--- src/rtl/traffic_pkg.sv ---
// Shared lamp codes, monitor states and fault codes for the four-way traffic safety monitor.
package traffic_pkg;

  localparam logic [1:0] CAR_RED    = 2'b00;
  localparam logic [1:0] CAR_GREEN  = 2'b01;
  localparam logic [1:0] CAR_YELLOW = 2'b10;
  localparam logic [1:0] CAR_LEFT   = 2'b11;

  localparam logic [1:0] PED_RED     = 2'b00;
  localparam logic [1:0] PED_GREEN   = 2'b01;
  localparam logic [1:0] PED_BLINK   = 2'b10;
  localparam logic [1:0] PED_ILLEGAL = 2'b11;

  localparam int CYCLE_MAX_DEF = 68;

  typedef enum logic [1:0] {
    ST_INIT    = 2'b00,
    ST_RUN     = 2'b01,
    ST_FAULT   = 2'b10,
    ST_RECOVER = 2'b11
  } mon_state_e;

  localparam logic [2:0] FC_NONE     = 3'd0;
  localparam logic [2:0] FC_CAR      = 3'd1;
  localparam logic [2:0] FC_CAR_PED  = 3'd2;
  localparam logic [2:0] FC_PED_CODE = 3'd3;
  localparam logic [2:0] FC_SEQ      = 3'd4;

  // Lamp enable for one pedestrian head: steady for GREEN, follows the blink phase for BLINK.
  function automatic logic ped_lamp(input logic [1:0] code, input logic phase);
    logic on;
    case (code)
      PED_GREEN: on = 1'b1;
      PED_BLINK: on = phase;
      default:   on = 1'b0;
    endcase
    return on;
  endfunction

endpackage

--- src/rtl/blink_gen.sv ---
// Free-running blink phase: toggles every BLINK_HALF clocks, restarts at phase 0 on reset.
module blink_gen #(
  parameter int BLINK_HALF = 4
) (
  input  logic clk,
  input  logic rst,
  output logic o_phase
);

  localparam int CW = (BLINK_HALF > 1) ? $clog2(BLINK_HALF) : 1;
  localparam logic [CW-1:0] LAST = CW'(BLINK_HALF - 1);

  logic [CW-1:0] cnt_r;
  logic          phase_r;

  // Half-period counter and phase flip-flop
  always_ff @(posedge clk or posedge rst) begin
    if (rst) begin
      cnt_r   <= '0;
      phase_r <= 1'b0;
    end else if (cnt_r == LAST) begin
      cnt_r   <= '0;
      phase_r <= ~phase_r;
    end else begin
      cnt_r   <= cnt_r + CW'(1);
      phase_r <= phase_r;
    end
  end

  assign o_phase = phase_r;

endmodule

--- src/rtl/traffic_safety_monitor.sv ---
// Safety stage between the traffic controller and the lamps: passes clean vectors through
// registered, latches a fault and forces all-red flash on any unsafe combination.
module traffic_safety_monitor
  import traffic_pkg::*;
#(
  parameter int CYCLE_MAX  = CYCLE_MAX_DEF,
  parameter int BLINK_HALF = 4,
  parameter int CNT_W      = 8
) (
  input  logic             clk,
  input  logic             rst,
  input  logic [6:0]       i_cycle,
  input  logic [7:0]       i_car,
  input  logic [7:0]       i_ped,
  input  logic             i_clr_fault,
  output logic [7:0]       o_car,
  output logic [7:0]       o_ped,
  output logic             o_car_on,
  output logic [3:0]       o_ped_on,
  output logic [1:0]       o_state,
  output logic [2:0]       o_fault_code,
  output logic [CNT_W-1:0] o_fault_cnt
);

  localparam logic [6:0] CYC_LAST = 7'(CYCLE_MAX);

  mon_state_e       state_r, state_nxt_s;
  logic [7:0]       car_r, ped_r;
  logic [2:0]       code_r, code_s;
  logic [CNT_W-1:0] cnt_r;
  logic [6:0]       prev_cycle_r;
  logic             armed_r;
  logic             phase_s;
  logic             v1_s, v2_s, v3_s, v4_s, viol_s, fault_entry_s;
  logic [3:0]       ped_on_s;

  blink_gen #(.BLINK_HALF(BLINK_HALF)) u_blink (
    .clk     (clk),
    .rst     (rst),
    .o_phase (phase_s)
  );

  // Unsafe-combination checks on the current input vector
  always_comb begin
    v1_s = ((i_car[1:0] != CAR_RED) || (i_car[3:2] != CAR_RED)) &&
           ((i_car[5:4] != CAR_RED) || (i_car[7:6] != CAR_RED));
    v2_s = 1'b0;
    v3_s = 1'b0;
    for (int d = 0; d < 4; d++) begin
      v2_s = v2_s | ((i_car[2*d +: 2] != CAR_RED) && (i_ped[2*d +: 2] != PED_RED));
      v3_s = v3_s | (i_ped[2*d +: 2] == PED_ILLEGAL);
    end
    // The upstream counter wraps CYCLE_MAX -> 1, so that step is not a skip.
    v4_s = armed_r && !((i_cycle == prev_cycle_r + 7'd1) ||
                        ((prev_cycle_r == CYC_LAST) && (i_cycle == 7'd1)));
    if (v1_s) begin
      code_s = FC_CAR;
    end else if (v2_s) begin
      code_s = FC_CAR_PED;
    end else if (v3_s) begin
      code_s = FC_PED_CODE;
    end else if (v4_s) begin
      code_s = FC_SEQ;
    end else begin
      code_s = FC_NONE;
    end
    viol_s = (code_s != FC_NONE);
  end

  // Next-state logic
  always_comb begin
    state_nxt_s = state_r;
    case (state_r)
      ST_INIT, ST_RECOVER: begin
        if (viol_s) begin
          state_nxt_s = ST_FAULT;
        end else if (i_cycle == 7'd1) begin
          state_nxt_s = ST_RUN;
        end else begin
          state_nxt_s = state_r;
        end
      end
      ST_RUN: begin
        if (viol_s) begin
          state_nxt_s = ST_FAULT;
        end else begin
          state_nxt_s = ST_RUN;
        end
      end
      ST_FAULT: begin
        if (i_clr_fault) begin
          state_nxt_s = ST_RECOVER;
        end else begin
          state_nxt_s = ST_FAULT;
        end
      end
      default: state_nxt_s = ST_INIT;
    endcase
    fault_entry_s = (state_nxt_s == ST_FAULT) && (state_r != ST_FAULT);
  end

  // State, lamp outputs, fault bookkeeping; lamps only carry the inputs on edges that land in RUN
  always_ff @(posedge clk or posedge rst) begin
    if (rst) begin
      state_r      <= ST_INIT;
      car_r        <= 8'h00;
      ped_r        <= 8'h00;
      code_r       <= FC_NONE;
      cnt_r        <= '0;
      prev_cycle_r <= 7'd0;
      armed_r      <= 1'b0;
    end else begin
      state_r      <= state_nxt_s;
      prev_cycle_r <= i_cycle;
      armed_r      <= 1'b1;
      if (state_nxt_s == ST_RUN) begin
        car_r <= i_car;
        ped_r <= i_ped;
      end else begin
        car_r <= 8'h00;
        ped_r <= 8'h00;
      end
      if (fault_entry_s) begin
        code_r <= code_s;
      end else if ((state_r == ST_FAULT) && i_clr_fault) begin
        code_r <= FC_NONE;
      end else begin
        code_r <= code_r;
      end
      if (fault_entry_s && (cnt_r != '1)) begin
        cnt_r <= cnt_r + CNT_W'(1);
      end else begin
        cnt_r <= cnt_r;
      end
    end
  end

  // Pedestrian lamp enables, dark outside RUN
  always_comb begin
    ped_on_s = 4'b0000;
    for (int d = 0; d < 4; d++) begin
      ped_on_s[d] = (state_r == ST_RUN) && ped_lamp(ped_r[2*d +: 2], phase_s);
    end
  end

  assign o_car        = car_r;
  assign o_ped        = ped_r;
  assign o_car_on     = (state_r == ST_RUN) ? 1'b1 : phase_s;
  assign o_ped_on     = ped_on_s;
  assign o_state      = state_r;
  assign o_fault_code = code_r;
  assign o_fault_cnt  = cnt_r;

endmodule

--- config.mk ---
export PLATFORM = sky130hd
export DESIGN_NAME = traffic_safety_monitor
export DESIGN_NICKNAME = d
export VERILOG_FILES = /design/src/rtl/traffic_pkg.sv /design/src/rtl/blink_gen.sv /design/src/rtl/traffic_safety_monitor.sv
export SDC_FILE = /design/constraint.sdc
export NUM_CORES = 1
export LEC_CHECK = 0
export ABC_AREA = 1
export CORE_MARGIN = 2
export CORE_UTILIZATION = 48
export DETAILED_ROUTE_END_ITERATION = 10
export PLACE_DENSITY = 0.79
export SETUP_SLACK_MARGIN = 0.1
export SKIP_LAST_GASP = 1
export SLEW_MARGIN = 0
export SYNTH_ARGS = -nofsm -noshare
export SYNTH_HDL_FRONTEND = slang
export SYNTH_SLANG_ARGS = --single-unit
--- constraint.sdc ---
create_clock -name clk -period 2.5 [get_ports clk]
set_input_delay 0.625 -clock clk [delete_from_list [all_inputs] [get_ports clk]]
set_output_delay 0.625 -clock clk [all_outputs]
set_load 0.02 [all_outputs]
==> run summary <==
outcome: complete, no violations
reported leakage power: 1.597 nW
Core Util, Final: 69.33%
design area: 3060 µm²
synth top area cells: dfrtp_1, nand2_1, inv_1, ha_1, nand3_1
GR Util met3: 4.861%
Post-Syn Instances: 281
Most Crowded Layer GR: met2
commonest cells after routing, fill and taps aside: nand2_1, clkdlybuf4s50_1, inv_1
#FFs+latches synth: 40
RSZ-0062 raised after global routing: false
Worst setup SP type: flop
critical setup path kind: reg2out
area post-placement: 2907 µm²
DRT iter0 DRCs: 117
P&R area growth vs syn: 37.34%
PortBufs: 59
fmax: 443.8 MHz
DR vias: 1931
mean area per synthesized cell: 7.930 µm²
max-slew violations: 0
vias in the first global route: 1890
clk_skew: 0.004639 ns
Total Wirelength: 4791 µm
die area: 5203 µm²
syn nets: 321
fin crit share: 90.12%
Die X-Extent: 72.14 µm
root buffer cell: clkbuf_8
area leader, netlist: dfrtp_1
CP arrival: 1.63 ns
layout net count: 392
Total Routing Usage GR: 19.80%
ANT nets after route: 0
H-tree depth: 2
first-pass GRT wire length: 8073 µm
Filler Cell Count: 347
layout cells sized above 1: 13.03%
I/O pin cnt: 60
final hold violations: 0
Worst VDD drop: 467.8 µV
cts bufs inserted: 5
hold_buf cts: 0
CTS sink count: 40
Sequential Area: 1001 µm²
synthesized area: 2228 µm²
Final min period: 2.253 ns
RePlAce Congestion: 0.8293
initial core utilization: 50.48%
multi-input logic area: 1045 µm²
met2 Usage GRT: 33.44%
Clock Latency Late Sink: 0.29 ns
post-route setup TNS: 0 ns
final setup margin: 0.2470 ns
Residual DRC: 0
power per cell area: 791.4 nW/µm²
clk buf depth: 2
drt wl/cell: 11.83 µm
vias per inst: 4.768
die height: 72.14 µm
crit-path max FO: 5
largest net degree at the start of global routing: 41
GRT Residual Overflow: 0
CTS tree: built
Core Area: 4414 µm²
Worst EP required: 1.88 ns
Hold WC Path Type: reg2reg
dpl hpwl: 3597 µm
Post-Place Cells: 396
Worst Setup End Kind: output port
share of the synthesized area in the top cell type: 44.92%
met1 GRT Util: 25.20%
antenna violations before repair: 0
Yosys cell types: 22
number of cell rows: 24
commonest non-fill, non-tap cell in the layout: nand2_1
Pre-antenna DRT Iters: 6
max-cap viol count: 0
final std cells w/o fill: 405
dpl ws: -0.1234 ns
final antenna diode count: 0
Setup Viol. Count Final: 0
Clock Pin Slew Worst Setup and Hold Paths: 0.08 ns
register area share after synthesis: 44.92%
Yosys warnings: 0
-- cell usage after synthesis --
master   number
buf_6         2
xnor2_1       3
o21ai_2       2
nand3_2       2
nand2_1      72
nor2_4        3
conb_1        1
nand2_4       1
o21ai_0       6
o22a_1        1
nand4_1       1
ha_1         14
inv_1        50
nand2_2       2
dfrtp_1      40
nor3_1        5
nor2_1       29
xor2_1        5
a21oi_1       8
or2_2         1
nor2_2       10
nand3_1      23
-- layout make-up --
cell class	instances	share of cell area (%)
clock inverters	1	0.9812
well taps	52	2.126
repair buffers	66	20.77
multi-input cells	189	34.14
inverters	50	6.132
flip-flops and latches	40	32.71
clock buffers	7	3.148
-- worst max-delay path, cell delays in order, from the launching register on --
cell           delay [ns]
dfrtp_1              0.40
inv_1                0.08
ha_1                 0.20
inv_1                0.12
nor3_1               0.18
dlygate4sd2_1        0.36
-- repair_timing --
| action | in CTS | in global routing |
|---|---|---|
| pin swaps | 0 | 2 |
| gates resized for setup | 5 | 17 |
| endpoints found under the setup margin | 5 | 29 |
| setup buffers | 0 | 1 |
-- where the power goes --
part           switching (mW)  leakage (nW)  internal, mW  total (mW)
clock                   0.221        0.0645         0.352       0.573
combinational           0.561          1.01         0.449        1.01
sequential             0.0895         0.523         0.749       0.839
-- final timing paths --
| path | from | to | slack, ns | depth (start not counted) |
|---|---|---|---|---|
| max | o_state[1] | o_ped_on[0] | 0.25 | 5 |
| max in group asynchronous | rst | u_blink.o_phase | 1.37 | 3 |
| max reg2reg | prev_cycle_r[0] | o_ped[0] | 0.41 | 12 |
| min in group asynchronous | rst | prev_cycle_r[5] | 0.79 | 3 |
| min | u_blink.cnt_r[0] | u_blink.cnt_r[0] | 0.43 | 1 |
| min reg2reg | u_blink.cnt_r[0] | u_blink.cnt_r[0] | 0.43 | 1 |
-- registers in the layout, indices dropped and copies added (netlist names) --
| name | flops |
|---|---|
| u_blink.cnt_r | 2 |
| o_ped | 8 |
| o_fault_cnt | 8 |
| armed_r | 1 |
| u_blink.o_phase | 1 |
| o_state | 2 |
| o_fault_code | 3 |
| o_car | 8 |
| prev_cycle_r | 7 |
-- kinds of logic after synthesis --
family | after synthesis | synth area share [%]
other | 1 | 0.1683
and+or+nand+nor | 149 | 30.15
AOI/OAI and AO/OA | 17 | 4.324
buffers and inverters | 52 | 9.433
xor gates and xnor gates | 8 | 3.144
adders and majority gates | 14 | 7.861
DFF | 40 | 44.92
-- routing by layer --
layer / share of wire [%] / wire length (µm)
met5: 0 / 0
met4: 1.1 / 55
met3: 4.0 / 194
met2: 50 / 2372
met1: 45 / 2169
-- per-stage QoR --
stage | power (mW) | hold slack (ns)
5_1_grt | 2.590 | 0.4345
4_1_cts | 2.397 | 0.4342
3_5_place_dp | 1.820 | 0.4180
2_1_floorplan | 1.456 | 0.4031
3_3_place_gp | 1.799 | 0.4154
6_report | 2.422 | 0.4335
(Power assumes the default switching activity.)
